File: src/rtl/bit_serializer.sv
// Parallel-to-serial shifter with a one-word hold buffer; frames go out MSB first, back to back.
// Build option: define BIT_SERIALIZER_PARITY_EN to append an even-parity bit to every frame.
module bit_serializer #(
  parameter int   WIDTH      = 8,
  parameter logic IDLE_LEVEL = 1'b0
) (
  input  logic             clk,
  input  logic             rstn,
  input  logic [WIDTH-1:0] in_data,
  input  logic             in_valid,
  output logic             in_ready,
  output logic             data_out,
  output logic             data_valid,
  output logic             frame_start,
  output logic             busy
);

  localparam int CW = $clog2(WIDTH + 1);
`ifdef BIT_SERIALIZER_PARITY_EN
  localparam int FRAME = WIDTH + 1;
`else
  localparam int FRAME = WIDTH;
`endif
  localparam logic [CW-1:0] LAST = CW'(FRAME - 1);

  typedef enum logic {IDLE, SHIFT} state_t;

  state_t           state_q;
  logic             hold_full_q;
  logic [WIDTH-1:0] hreg_q;
  logic [WIDTH-1:0] sreg_q;
  logic [CW-1:0]    cnt_q;
  logic             accept;
  logic             frame_end;
  logic             load;
  logic             shift_bit;

  assign accept    = in_valid && !hold_full_q;
  assign frame_end = (state_q == SHIFT) && (cnt_q == LAST);
  // Hold-to-shift transfer: from IDLE, or seamlessly at the last bit of a running frame.
  assign load      = hold_full_q && ((state_q == IDLE) || frame_end);

  always_ff @(posedge clk or negedge rstn) begin
    if (!rstn) begin
      state_q     <= IDLE;
      hold_full_q <= 1'b0;
      hreg_q      <= '0;
      sreg_q      <= '0;
      cnt_q       <= '0;
    end else begin
      if (accept) begin
        hreg_q      <= in_data;
        hold_full_q <= 1'b1;
      end
      if (load) begin
        sreg_q      <= hreg_q;
        hold_full_q <= 1'b0;
        cnt_q       <= '0;
        state_q     <= SHIFT;
      end else begin
        case (state_q)
          IDLE: state_q <= IDLE;
          SHIFT: begin
            sreg_q <= sreg_q << 1;
            if (frame_end) begin
              cnt_q   <= '0;
              state_q <= IDLE;
            end else begin
              cnt_q <= cnt_q + CW'(1);
            end
          end
          default: state_q <= IDLE;
        endcase
      end
    end
  end

`ifdef BIT_SERIALIZER_PARITY_EN
  logic par_q;

  always_ff @(posedge clk or negedge rstn) begin
    if (!rstn)     par_q <= 1'b0;
    else if (load) par_q <= ^hreg_q;
  end

  // After WIDTH data bits the counter points at the trailing parity slot.
  assign shift_bit = (cnt_q == CW'(WIDTH)) ? par_q : sreg_q[WIDTH-1];
`else
  assign shift_bit = sreg_q[WIDTH-1];
`endif

  assign in_ready    = !hold_full_q;
  assign data_valid  = (state_q == SHIFT);
  assign data_out    = (state_q == SHIFT) ? shift_bit : IDLE_LEVEL;
  assign frame_start = (state_q == SHIFT) && (cnt_q == '0);
  assign busy        = (state_q == SHIFT) || hold_full_q;

endmodule

File: config.mk
export PLATFORM = sky130hd
export DESIGN_NAME = bit_serializer
export DESIGN_NICKNAME = d
export VERILOG_FILES = /design/src/rtl/bit_serializer.sv
export SDC_FILE = /design/constraint.sdc
export NUM_CORES = 1
export LEC_CHECK = 0
export ABC_AREA = 1
export CAP_MARGIN = 20
export CORE_ASPECT_RATIO = 1.1
export CORE_MARGIN = 4
export CORE_UTILIZATION = 60
export CTS_CLUSTER_DIAMETER = 40
export DETAILED_ROUTE_END_ITERATION = 6
export DONT_BUFFER_PORTS = 1
export PLACE_DENSITY = 0.87
export SYNTH_ARGS = -nofsm -noshare
export SYNTH_HDL_FRONTEND = slang
export SYNTH_SLANG_ARGS = --single-unit
File: constraint.sdc
create_clock -name clk -period 1.64 [get_ports clk]
set_input_delay 0.246 -clock clk [delete_from_list [all_inputs] [get_ports clk]]
set_output_delay 0.246 -clock clk [all_outputs]
set_load 0.01 [all_outputs]
* Word-level counts from Yosys, hierarchy flattened
Cells that the tools add are included.
Storage, ports and cells: bits in registers 22, bits of input ports 11, logic and storage cells 29, output and inout port bits 5
Cells by class: add/sub/neg operators 1, bitwise operators 1, eq/ne operators 1, reductions and logical operators 10, muxes and demuxes 11
Operator list (count):
- $mux W8 | 2
- $mux W4 | 3
- $mux W1 | 5
- $add A4 B1 Y4 const B | 1
- $eq A4 B3 Y1 const B | 1
- $logic_and A1 B1 Y1 | 4
- $logic_not A4 Y1 | 1
- $reduce_bool A2 Y1 | 2
- $logic_or A1 B1 Y1 | 2
- $pmux W1 S2 | 1
- $logic_not A1 Y1 | 1
- $not A1 Y1 | 1

* Longest topological paths before layout
Gate-level depths: netlist of the first run.
depth in word-level cells 5, gate-level depth with buffers 7, depth with buffers taken out 6

* Least setup slack after synthesis of the first run
OpenSTA, ideal clock, no wires.
path kind register to register, start reg cnt_q[0], end reg sreg_q[1], buffers on the path 1, slack 386 ps, arrival 1133 ps, clock period less this slack 1254 ps, data required time 1519 ps, cell stages (with the launch flop) 7, library setup time 121 ps, cell sequence dfrtp_1 > ha_1 > nand3_1 > nand2_2 > buf_4 > nand3_1 > nand3_2
On the way: word-level cells in the longest chain between the ends 5, elaborated cells between the ends (all ways) 6, those cells by class 1 x eq/ne; 1 x mux; 4 x reduce/logical
RTL lines:
- start, declared | line 32 | logic [CW-1:0] cnt_q;
- start signal, assigned | line 69 | cnt_q <= cnt_q + CW'(1);
- $eq A4 B3 Y1 * | line 39 | assign frame_end = (state_q == SHIFT) && (cnt_q == LAST);
- $logic_and A1 B1 Y1 * | line 39
- $logic_or A1 B1 Y1 * | line 41 | assign load = hold_full_q && ((state_q == IDLE) || frame_end);
- $logic_and A1 B1 Y1 * | line 41
- $mux W8 / $reduce_bool A2 Y1 (equally long branches)
- end signal, assigned | line 56 | sreg_q <= hreg_q;
- end signal, assigned | line 64 | sreg_q <= sreg_q << 1;
- end, declared | line 31 | logic [WIDTH-1:0] sreg_q;
Every way passes the cells marked *; elsewhere a longest branch is shown, timed or not. A chain may end at the register's enable or synchronous reset.

* Worst setup path in the final report of the first run
start reg hold_full_q, end out busy
On the way: word-level cells in the longest chain between the ends 1
RTL lines:
- start, declared | line 29 | logic hold_full_q;
- start signal, assigned | line 46 | hold_full_q <= 1'b0;
- start signal, assigned | line 53 | hold_full_q <= 1'b1;
- start signal, assigned | line 57 | hold_full_q <= 1'b0;
- $logic_or A1 B1 Y1 | line 96 | assign busy = (state_q == SHIFT) || hold_full_q;
- end, declared | line 15 | output logic busy
No other way between the ends.

==> results of run 1 <==
-- cell families (layout without fill, tap and decap cells) --
family,after synthesis,in the layout,share of synthesized area
buffers and inverters,23,25,0.110
AND/OR/NAND/NOR,80,80,0.343
AO/OA/AOI/OAI,6,6,0.0366
flip-flops,22,22,0.488
adder cells (fa/ha/maj),2,2,0.0222
-- flip-flops by register name, indices dropped and copies added (netlist names) --
name and cells:
sreg_q 8, hold_full_q 1, hreg_q 8, data_valid 1, cnt_q 4
-- per-layer routing --
layer,GRT usage,vias up,part of all wire
met5,0,-,0
met4,0.0758,0,0.017
met3,0.0282,5,0.072
met2,0.324,32,0.49
met1,0.183,390,0.42
li1,-,419,-
-- synth_stat cells, drive strengths merged --
library cell	number	share of area
nand2	42	0.15
nand3	25	0.14
o21ai	5	0.032
buf	6	0.053
nand4	1	0.0056
dfrtp	22	0.49
ha	2	0.022
nor2	12	0.047
a21oi	1	0.0044
inv	17	0.057
-- cell type report --
class / instances / area [sq um] / share of cell area
flip-flops and latches: 22 / 551 / 0.474
inverters: 17 / 63.8 / 0.0549
multi-input cells: 88 / 453 / 0.390
clock buffers: 4 / 36.3 / 0.0312
well taps: 18 / 22.5 / 0.0194
repair buffers: 4 / 36.3 / 0.0312
-- final timing paths --
| path | startpoint | endpoint | slack (ns) | cells after the start |
|---|---|---|---|---|
| hold reg to reg | hreg_q[4] | hreg_q[4] | 0.50 | 2 |
| setup / recovery | hold_full_q | busy | 0.11 | 2 |
| max in group asynchronous | rstn | hreg_q[4] | 0.89 | 2 |
| hold / removal | in_data[1] | hreg_q[1] | 0.07 | 2 |
| min in group asynchronous | rstn | sreg_q[7] | 0.30 | 1 |
| setup reg to reg | cnt_q[0] | sreg_q[3] | 0.15 | 6 |
-- report_power, final --
group / switching (W) / total [W] / internal (W)
Clock: 0.000152 / 0.000287 / 0.000136
Sequential: 0.000201 / 0.000970 / 0.000770
Combinational: 0.000414 / 0.000673 / 0.000259
-- worst max-delay path: stages, from the launching register on --
cell and delay (ns):
dfrtp_1 0.53, nor2_4 0.30, inv_1 0.16
-- per-stage QoR --
| stage | instances | setup slack (ns) |
|---|---|---|
| CTS | 152 | 0.105 |
| floorplan | 133 | 0.386 |
| global route | 153 | 0.0213 |
| global placement | 147 | 0.237 |
| detailed placement | 147 | 0.153 |
| finish | 153 | 0.111 |
-- repair_timing --
| action | 4_1_cts | 5_1_grt |
|---|---|---|
| setup endpoints to repair | 0 | 0 |
| hold buffers | 1 | 0 |
| hold endpoints to repair | 22 | 0 |
==> impl_metrics.yaml, run 1 <==
synthesis:
  yosys_warnings: 0
  synth.net_count: 146
  syn_inst: 133
  synthDistinctLibCells: 19
  netlist_area_sq_mm: 0.00113
  ys_seq_area_frac: 0.488
  avgSynthCellArea_sq_um: 8.48
  ys_ff_latch: 22
placement:
  port-buffer-count: 0
  hpwlAfterDp_um: 1460
  place_area_sq_mm: 0.00110
  gp_congestion: 0.741
sta:
  worst_pin_slew_ns: 0.416
  fin_setup_tns_ns: 0
  setup_viol: 0
  rsz0062_at_grt: "no"
  fmaxAchievable_ghz: 0.654
  finalCritPeriodShare: 0.932
  report.final.slew_viol_count: 0
  min_period_ns: 1.53
  relSlewSlack: 0.722
  hold_viol: 0
  final.setup_skew_ns: 0.00471
  holdWs_ns: 0.0677
clocking:
  ctsResizeCount: 0
  clk_latency_ns: 0.30
  cts_tree: "built"
  clockBufferDepth: 2
  clk_pin_slew_ns: 0.11
  cts_sinks: 22
  cts-buffers-inserted: 3
  h-tree-depth: 1
  cts_setup_buffers: 0
  cts-root-buf: "clkbuf_4"
min_path:
  hold_class: "input port to flop"
worst_setup_path:
  worst_ep_arrival_time_ns: 1.28
  cp-end-kind: "primary output"
  cp.required_ns: 1.39
  path_max_fanout: 11
  timing_worst_setup_path_type: "flop to primary output"
  start_kind: "flop"
route:
  drt_iter0_markers: 19
  antenna_left: 0
  wl_um: 1870
  avgViaCountPerCell: 5.53
  route.detailed.drc: 0
  vias: 846
  dr.pass1.iters: 4
  routedWlPerCell_um: 12.2
global_route:
  overflow: 0
  grt_start_max_net_pins: 23
  grt_pass1_vias: 848
  antenna_found_initial: 0
  grt_pass1_wl_um: 3420
  track_usage: 0.169
power:
  p_per_area_mw_per_mm2: 1660
  power.total_w: 0.00193
  leakage_nw: 0.634
  ir_worst_vdd_mv: 0.960
floorplanning:
  io_pins: 16
  core_area_sq_mm: 0.00178
  rows: 16
  start_util: 0.633
  die_h_um: 53.5
  dieArea_sq_mm: 0.00264
  die_width_um: 49.3
layout:
  drive_gt1_frac: 0.170
  nNetsFinal: 149
  finish.utilization: 0.652
  area_delta_synth_final_pct: 3.11
  diodes: 0
  finalInstanceArea_sq_mm: 0.00116
  final_common_cell: "nand2_1"
  final_cell_mix: "nand2_1 (38), dfrtp_1 (22), nand3_1 (18)"
  n_fill_cell: 160
outcome:
  outcome: "finished clean"
run:
  drv_cap: 0
No activity file was read; power rests on OpenSTA's default activity.
==> run 2, diff against run 1 <==
Settings changed: HOLD_SLACK_MARGIN set to 0.05, TNS_END_PERCENT set to 1.
==> results of run 2 <==
Same layout as run 1: the final DEF is identical, and so are final timing and power.
==> run 3, diff against run 2 <==
Settings changed: CTS_CLUSTER_SIZE set to 40.
==> results of run 3 <==
Same layout as run 1: the final DEF is identical, and so are final timing and power.
